## src/rtl/capture_ctrl_pkg.sv

```systemverilog
// Shared definitions for the capture controller, its MCU interface and the trigger block.
package capture_ctrl_pkg;

  localparam int ADDR_W_DEF = 10;

  typedef enum logic [2:0] {
    ST_IDLE    = 3'd0,
    ST_PREFILL = 3'd1,
    ST_ARMED   = 3'd2,
    ST_POST    = 3'd3,
    ST_DONE    = 3'd4
  } state_e;

  function automatic logic st_capturing(input state_e st);
    return (st == ST_PREFILL) || (st == ST_ARMED) || (st == ST_POST);
  endfunction

  function automatic logic st_trig_enabled(input state_e st);
    return (st == ST_ARMED) || (st == ST_POST);
  endfunction

endpackage

```

## src/rtl/capture_ctrl_addr_cnt.sv

```systemverilog
// Wrapping ADDR_W-bit address counter with synchronous load and increment.
module capture_ctrl_addr_cnt #(
  parameter int ADDR_W = 10
) (
  input  logic              clk,
  input  logic              rst,
  input  logic              load,
  input  logic              inc,
  input  logic [ADDR_W-1:0] load_val,
  output logic [ADDR_W-1:0] cnt
);

  localparam logic [ADDR_W-1:0] ONE = ADDR_W'(1);

  logic [ADDR_W-1:0] cnt_q, cnt_d;

  // Load wins over increment; increment wraps naturally at 2**ADDR_W.
  always_comb begin
    cnt_d = cnt_q;
    if (load) begin
      cnt_d = load_val;
    end else if (inc) begin
      cnt_d = cnt_q + ONE;
    end
  end

  always_ff @(posedge clk) begin
    if (rst) begin
      cnt_q <= '0;
    end else begin
      cnt_q <= cnt_d;
    end
  end

  assign cnt = cnt_q;

endmodule

```

## src/rtl/capture_ctrl.sv

```systemverilog
// Sample-memory capture controller: pre-trigger fill, arming, post-trigger fill, ordered readout.
module capture_ctrl
  import capture_ctrl_pkg::*;
#(
  parameter int ADDR_W = ADDR_W_DEF
) (
  input  logic              CLK,
  input  logic              RST,
  input  logic              CLK_EN,
  input  logic              Start,
  input  logic              Stop,
  input  logic              Force_Trig,
  input  logic [ADDR_W-1:0] Pretrig_Len,
  input  logic [ADDR_W-1:0] Post_Len,
  input  logic              trig_in,
  input  logic              RD_Start,
  input  logic              RD_Next,
  output logic              Start_Write,
  output logic              Enable_Trig,
  output logic              WR_EN,
  output logic [ADDR_W-1:0] WR_ADDR,
  output logic [ADDR_W-1:0] RD_ADDR,
  output logic [ADDR_W-1:0] Trig_Addr,
  output logic              Busy,
  output logic              Done
);

  localparam logic [ADDR_W-1:0] ONE = ADDR_W'(1);

  state_e            state_q, state_d;
  logic [ADDR_W-1:0] cnt_q, cnt_d;
  logic [ADDR_W-1:0] pre_len_q, pre_len_d;
  logic [ADDR_W-1:0] post_len_q, post_len_d;
  logic [ADDR_W-1:0] trig_addr_q, trig_addr_d;
  logic              trig_pend_q, trig_pend_d;
  logic              start_write_q, start_write_d;
  logic              enable_trig_q, enable_trig_d;
  logic              busy_q, busy_d;
  logic              done_q, done_d;

  logic              wr_load, wr_inc, rd_load, rd_inc;
  logic              trig_req;
  logic [ADDR_W-1:0] rd_load_val;

  assign trig_req    = trig_in | Force_Trig;
  assign rd_load_val = trig_addr_q - pre_len_q;

  always_comb begin
    state_d     = state_q;
    cnt_d       = cnt_q;
    pre_len_d   = pre_len_q;
    post_len_d  = post_len_q;
    trig_addr_d = trig_addr_q;
    trig_pend_d = trig_pend_q;
    wr_load     = 1'b0;
    wr_inc      = 1'b0;
    rd_load     = 1'b0;
    rd_inc      = 1'b0;

    if (Stop) begin
      state_d     = ST_IDLE;
      trig_pend_d = 1'b0;
    end else begin
      case (state_q)
        ST_IDLE, ST_DONE: begin
          if (Start) begin
            pre_len_d   = Pretrig_Len;
            post_len_d  = Post_Len;
            cnt_d       = Pretrig_Len;
            trig_pend_d = 1'b0;
            wr_load     = 1'b1;
            state_d     = (Pretrig_Len == '0) ? ST_ARMED : ST_PREFILL;
          end else if (state_q == ST_DONE) begin
            rd_load = RD_Start;
            rd_inc  = RD_Next & ~RD_Start;
          end
        end
        ST_PREFILL: begin
          if (CLK_EN) begin
            wr_inc = 1'b1;
            cnt_d  = cnt_q - ONE;
            if (cnt_q == ONE) begin
              state_d = ST_ARMED;
            end
          end
        end
        ST_ARMED: begin
          // A trigger seen between strobes stays pending so the next strobe becomes the trigger sample.
          if (CLK_EN) begin
            wr_inc = 1'b1;
            if (trig_req || trig_pend_q) begin
              trig_addr_d = WR_ADDR;
              trig_pend_d = 1'b0;
              cnt_d       = post_len_q - ONE;
              state_d     = (post_len_q <= ONE) ? ST_DONE : ST_POST;
            end
          end else if (trig_req) begin
            trig_pend_d = 1'b1;
          end
        end
        ST_POST: begin
          if (CLK_EN) begin
            wr_inc = 1'b1;
            cnt_d  = cnt_q - ONE;
            if (cnt_q == ONE) begin
              state_d = ST_DONE;
            end
          end
        end
        default: begin
          state_d = ST_IDLE;
        end
      endcase
    end

    start_write_d = st_capturing(state_d);
    busy_d        = st_capturing(state_d);
    enable_trig_d = st_trig_enabled(state_d);
    done_d        = (state_d == ST_DONE);
  end

  always_ff @(posedge CLK) begin
    if (RST) begin
      state_q       <= ST_IDLE;
      cnt_q         <= '0;
      pre_len_q     <= '0;
      post_len_q    <= '0;
      trig_addr_q   <= '0;
      trig_pend_q   <= 1'b0;
      start_write_q <= 1'b0;
      enable_trig_q <= 1'b0;
      busy_q        <= 1'b0;
      done_q        <= 1'b0;
    end else begin
      state_q       <= state_d;
      cnt_q         <= cnt_d;
      pre_len_q     <= pre_len_d;
      post_len_q    <= post_len_d;
      trig_addr_q   <= trig_addr_d;
      trig_pend_q   <= trig_pend_d;
      start_write_q <= start_write_d;
      enable_trig_q <= enable_trig_d;
      busy_q        <= busy_d;
      done_q        <= done_d;
    end
  end

  capture_ctrl_addr_cnt #(.ADDR_W(ADDR_W)) u_wr_cnt (
    .clk      (CLK),
    .rst      (RST),
    .load     (wr_load),
    .inc      (wr_inc),
    .load_val ('0),
    .cnt      (WR_ADDR)
  );

  capture_ctrl_addr_cnt #(.ADDR_W(ADDR_W)) u_rd_cnt (
    .clk      (CLK),
    .rst      (RST),
    .load     (rd_load),
    .inc      (rd_inc),
    .load_val (rd_load_val),
    .cnt      (RD_ADDR)
  );

  assign Start_Write = start_write_q;
  assign Enable_Trig = enable_trig_q;
  assign Busy        = busy_q;
  assign Done        = done_q;
  assign Trig_Addr   = trig_addr_q;
  assign WR_EN       = CLK_EN & busy_q;

endmodule

```

## config.mk

```make
export PLATFORM = sky130hd
export DESIGN_NAME = capture_ctrl
export DESIGN_NICKNAME = d
export VERILOG_FILES = /design/src/rtl/capture_ctrl_pkg.sv /design/src/rtl/capture_ctrl_addr_cnt.sv /design/src/rtl/capture_ctrl.sv
export SDC_FILE = /design/constraint.sdc
export NUM_CORES = 1
export LEC_CHECK = 0
export ABC_AREA = 1
export BUFFER_PORTS_ARGS = -buffer_cell sky130_fd_sc_hd__buf_4
export CAP_MARGIN = 20
export CORE_MARGIN = 2
export CORE_UTILIZATION = 30
export CTS_CLUSTER_DIAMETER = 40
export DETAILED_ROUTE_END_ITERATION = 8
export PLACE_DENSITY_LB_ADDON = 0.3
export REMOVE_ABC_BUFFERS = 1
export SLEW_MARGIN = 20
export SYNTH_ARGS = -nofsm -noshare
export SYNTH_HDL_FRONTEND = slang
export SYNTH_SLANG_ARGS = --single-unit
```

## constraint.sdc

```tcl
create_clock -name CLK -period 1.6 [get_ports CLK]
set_input_delay 0.24 -clock CLK [delete_from_list [all_inputs] [get_ports CLK]]
set_output_delay 0.24 -clock CLK [all_outputs]
set_load 0.005 [all_outputs]
```

; ---- Yosys cells after proc, flatten, opt, wreduce, memory -nomap -nowiden
; Cells that the tools add are included.
[totals]
register_bits = 67
output_inout_bits = 35
wordCells = 92
[classes]
addsub = 5
n_lt_le_gt_ge = 1
n_eq_ne = 15
n_mux = 37
n_bitwise = 5
n_reduce_logical = 18
[ops]
columns = op, n
row1 = $mux W10, 6
row2 = $pmux W10 S3, 1
row3 = $mux W3, 9
row4 = $add A10 B1 Y10 const B, 2
row5 = $sub A10 B1 Y10 const B, 2
row6 = $mux W1, 18
row7 = $eq A3 B2 Y1 const B, 4
row8 = $pmux W3 S4, 1
row9 = $eq A10 B1 Y1 const B, 1
row10 = $le A10 B1 Y1 const B, 1
row11 = $logic_not A10 Y1, 1
row12 = $sub A10 B10 Y10, 1
row13 = $reduce_and A4 Y1, 2
row14 = $reduce_or A2 Y1, 4
row15 = $eq A3 B1 Y1 const B, 2
row16 = $eq A3 B3 Y1 const B, 2
row17 = $ne A2 B2 Y1 const B, 3
row18 = $ne A3 B3 Y1 const B, 2
row19 = $reduce_and A6 Y1, 1
row20 = $logic_or A1 B1 Y1, 4
row21 = $reduce_bool A2 Y1, 2
row22 = $logic_not A3 Y1, 1
row23 = $reduce_and A3 Y1, 1
row24 = $reduce_bool A3 Y1, 1
row25 = other kinds (7), 9

; ---- Logic depth before layout (Yosys ltp)
[depth]
word_depth = 9
depth_mapped = 11
ltp_nobuf = 11

; ---- By module
; Synthesis repeated with hierarchy kept, for this count alone.
[unflattened]
cells_unflattened = 603
area_unflattened_um2 = 4038.9
[modules_own_cells]
columns = mod, n_inst, cells_per_inst, area_each_um2, seq_area_each_um2
row1 = capture_ctrl, 1, 433, 2837.7, 940.9
row2 = capture_ctrl_addr_cnt, 2, 85, 600.6, 200.2

; ---- Worst setup path after synthesis
; No wires, ideal clock.
[synth_path]
kind = register -> register
startpoint = register trig_addr_q[0] (netlist: Trig_Addr[0])
endpoint = register u_rd_cnt.cnt_q[8] (netlist: u_rd_cnt.cnt[8])
setup_ns = 0.116
arrival_time_ns = 1.459
t_required_ns = 1.484
path_slack_ns = 0.024
stages_incl_launch_ff = 12
path_buffers = 0
path_cell_list = dfxtp_1 inv_1 ha_1 fa_1 inv_1 nand3_1 nand2_1 nand2_1 nand2_1 nand2_1 nand3_1 a21oi_1
[synth_between]
elab_chain_cells = 2
[synth_lines]
columns = item, line
row1 = from (decl), capture_ctrl.sv:34  ; logic [ADDR_W-1:0] trig_addr_q, trig_addr_d;
row2 = from (signal assigned), capture_ctrl.sv:139  ; trig_addr_q <= trig_addr_d;
row3 = $sub A10 B10 Y10, capture_ctrl.sv:46  ; assign rd_load_val = trig_addr_q - pre_len_q;
row4 = $mux W10, capture_ctrl_addr_cnt.sv:20  ; if (load) begin
row5 = to (signal assigned), capture_ctrl_addr_cnt.sv:31  ; cnt_q <= cnt_d;
row6 = to (decl), capture_ctrl_addr_cnt.sv:15  ; logic [ADDR_W-1:0] cnt_q, cnt_d;
; No other way between the ends.
; A chain may end at the register's enable or synchronous reset.

; ---- Worst setup path in the final report
[layout_path]
startpoint = register pre_len_q[0]
endpoint = register u_rd_cnt.cnt_q[2] (netlist: u_rd_cnt.cnt[2])
[layout_between]
elab_chain_cells = 2
[layout_lines]
columns = item, line
row1 = from (decl), capture_ctrl.sv:32  ; logic [ADDR_W-1:0] pre_len_q, pre_len_d;
row2 = from (signal assigned), capture_ctrl.sv:137  ; pre_len_q <= pre_len_d;
row3 = $sub A10 B10 Y10, capture_ctrl.sv:46
row4 = $mux W10, capture_ctrl_addr_cnt.sv:20
; No other way between the ends.

==> reports/qor.tcl <==
set qor(status) {finished, final reports clean}
set qor(htree_num_levels) 3
set qor(worst_ep_required_time_ns) 1.84
set qor(die_outline_area_mm2) 0.0145
set qor(dp_hpwl_um) 8860
set qor(power_frac_seq) 0.379
set qor(max_cap_viol_count) 0
set qor(cp-end-kind) {flop}
set qor(grt_start_max_net_pins) 37
set qor(count_of_input_and_output_buffers) 63
set qor(initial_utilization) 0.306
set qor(max_clock_freq_mhz) 658
set qor(core_mm2) 0.0132
set qor(number_of_warnings_printed_during_yosys_synthesis) 0
set qor(tritoncts_clock_tree) {yes}
set qor(insertion_delay_ns) 0.34
set qor(total_switching_power_mw) 1.28
set qor(timing.slew.headroom) 0.759
set qor(cell_internal_power_mw) 3.40
set qor(setup_ws_ns) 0.0808
set qor(worst_setup_skew_after_layout_ns) 0.00653
set qor(fin_area_mm2) 0.00537
set qor(cp_max_fo) 3
set qor(number_of_sinks_on_the_clock_net) 67
set qor(filler_free_cell_count_of_the_finished_design) 879
set qor(worst-endpoint-arrival_ns) 1.76
set qor(min_tclk_post_route_ns) 1.52
set qor(placementRows) 42
set qor(power.density_cell_area_mw_per_mm2) 872
set qor(dr_total_vias) 4185
set qor(synth_top_cell_by_area) {dfxtp_1}
set qor(post-route-period-util) 0.949
set qor(drc) 0
set qor(antenna_cells_inserted) 0
set qor(floorplan.die.height_um) 120
set qor(fraction_of_the_yosys_area_taken_by_sequential_cells) 0.331
set qor(grt.overflow.total) 0
set qor(ir_drop_mv) 0.447
set qor(combinationalPowerShare) 0.158
set qor(initial_drt_pass_iterations) 4
set qor(synth-main-ff-cell) {dfxtp_1}
set qor(antenna_violating_nets_post_route) 0
set qor(utilization) 0.406
set qor(worst_slew_pin_tran_ns) 0.360
set qor(clock_buffer_count_from_cts) 9
set qor(grt.total_usage) 0.165
set qor(route.detailed.vias_per_inst) 4.76
set qor(routed_wirelength_um) 11400
set qor(synth_top_area_share) 0.331
set qor(post_synth_main_area_contributors) {dfxtp_1 (33%), nand2_1 (10%), a21oi_1 (7.5%)}
set qor(holdBufCountCts) 0
set qor(placed_cell_area_mm2) 0.00486
set qor(path_clk_slew_ns) 0.06
set qor(postSynthCellCount) 614
set qor(share_clk_of_total_power) 0.463
set qor(yosys_register_bits) 67
set qor(switching_share) 0.274
set qor(timing.final.max_slew_violations) 0
set qor(layout-drive-gt1-share) 0.242
set qor(place.gp.congestion) 0.864
set qor(final_hold_violation_count) 0
set qor(chipWidth_um) 120
set qor(setup_viol) 0
set qor(edff_count_synth) 0
set qor(clock_tree.root_cell) {clkbuf_16}
set qor(dpl.cell_count) 863
set qor(path_depth_of_the_worst_reg2reg_path) 9
set qor(critPathLaunchType) {flop}
set qor(final_nets) 743
set qor(timing.hold.worst.class) {input port to flop}
set qor(grt_pass1_vias) 4052
set qor(avgRoutedWirePerCell_um) 13.0
set qor(grt_first_pass_wirelength_um) 18900
set qor(synthesis.area_mm2) 0.00406
set qor(yosysUniqueCellTypes) 40
set qor(whs_path_depth) 3
set qor(ys_async_sr_fraction) 0
set qor(cts-root-to-sink-buffers) 2
set qor(post-place-ws_ns) -0.0819
set qor(area_growth_syn_to_layout_pct) 32.4
set qor(drt_iter0_markers) 207
set qor(grt_antenna_before_repair) 0
set qor(final.fill_count) 1404
set qor(io_pins) 64
set qor(grt_setup_unrepaired) {yes}
set qor(worst-setup-path-type) {flop to flop}
set qor(p_leak_nw) 2.39
set qor(avgSynthCellArea_um2) 6.61
## layout by cell type (no fill, tap or decap), types with 7 or more instances in the layout
| cell type | n |
|---|---|
| ha_4 | 7 |
| o21ai_1 | 19 |
| ha_1 | 8 |
| xor2_1 | 7 |
| nor2_1 | 69 |
| a21oi_1 | 57 |
| dfxtp_1 | 61 |
| buf_4 | 88 |
| o21ai_0 | 43 |
| nand4_1 | 8 |
| nand2_1 | 111 |
| inv_1 | 75 |
| nand3_1 | 60 |
| nor2_2 | 7 |
| clkbuf_16 | 9 |
## cells in the mapped netlist, drive strengths merged (2+ instances only)
library cell and n:
a21oi 64, buf 12, clkbuf 4, dfxtp 67, ha 15, inv 84, nand2 118, nand3 63
nand3b 2, nand4 8, nor2 79, nor3 5, o21ai 65, o21bai 3, o22ai 2, or2 5
xnor2 3, xor2 7
## repair_timing
action / CTS / global route
hold endpoints to repair: 0 / 0
resized for setup: 4 / 43
endpoints found under the setup margin: 5 / 43
pin swaps: 0 / 5
setup buffers: 0 / 0
## through the flow
stage | setup TNS (ns) | power [mW] | hold slack (ns)
after detailed placement | -0.161 | 2.49 | 0.460
after CTS | 0 | 4.69 | 0.120
after global routing | -0.0534 | 4.90 | 0.149
final | 0 | 4.69 | 0.135
after floorplan | -0.0793 | 2.23 | 0.302
after global placement | -0.0499 | 2.48 | 0.458
## flip-flops by register name (all words and copies together) (netlist names)
| name | count |
|---|---|
| Busy | 1 |
| cnt_q | 10 |
| u_wr_cnt.cnt | 10 |
| Enable_Trig | 1 |
| trig_pend_q | 1 |
| post_len_q | 10 |
| u_rd_cnt.cnt | 10 |
| pre_len_q | 10 |
| Done | 1 |
| Trig_Addr | 10 |
| state_q | 3 |
## worst max-delay path, stage by stage (launching register included)
cell	delay [ns]
dfxtp_1	0.39
ha_4	0.16
fa_2	0.19
inv_2	0.05
buf_4	0.13
or2_2	0.26
nand3_1	0.08
nand3_1	0.06
nand2_1	0.07
inv_1	0.04
## worst paths after layout
path / startpoint / to / slack (ns)
hold reg to reg: trig_pend_q$_SDFFE_PP0P_ / trig_pend_q$_SDFFE_PP0P_ / 0.46
hold / removal: Post_Len[2] / post_len_q[2]$_SDFFE_PP0P_ / 0.13
setup reg to reg: pre_len_q[0]$_SDFFE_PP0P_ / u_rd_cnt.cnt[2]$_SDFFE_PP0P_ / 0.08
setup / recovery: pre_len_q[0]$_SDFFE_PP0P_ / u_rd_cnt.cnt[2]$_SDFFE_PP0P_ / 0.08
## layout make-up
type	count	area [um^2]	share of cell area
multi-input cells	446	2460	0.459
flip-flops and latches	67	1350	0.251
repair buffers	89	681	0.127
inverters	85	333	0.0620
clock buffers	9	225	0.0419
well taps	176	220	0.0410
clock inverters	7	100	0.0186
## cell families after synthesis
kind of cell | count (synthesis) | share of synthesized area
compound gates | 136 | 0.176
fa+ha+maj | 16 | 0.0512
buf+inv | 101 | 0.103
simple gates | 284 | 0.317
xor+xnor | 10 | 0.0216
flops | 67 | 0.331
## power by group through the flow
stage          sequential (mW)  combinational [mW]  clock, mW
2_1_floorplan             1.80               0.428          0
3_3_place_gp              1.81               0.675          0
3_5_place_dp              1.81               0.686          0
4_1_cts                   1.77               0.692       2.22
5_1_grt                   1.78               0.833       2.28
6_report                  1.78               0.739       2.17
## layer usage
metal  up-vias  routed length, um  GRT usage
li1       2177                  -          -
met1      1911               5150      0.204
met2        86               5530      0.276
met3        11                549     0.0453
met4         0                170     0.0538
met5         -                  0          0
Power figures use the tool's default switching activity.
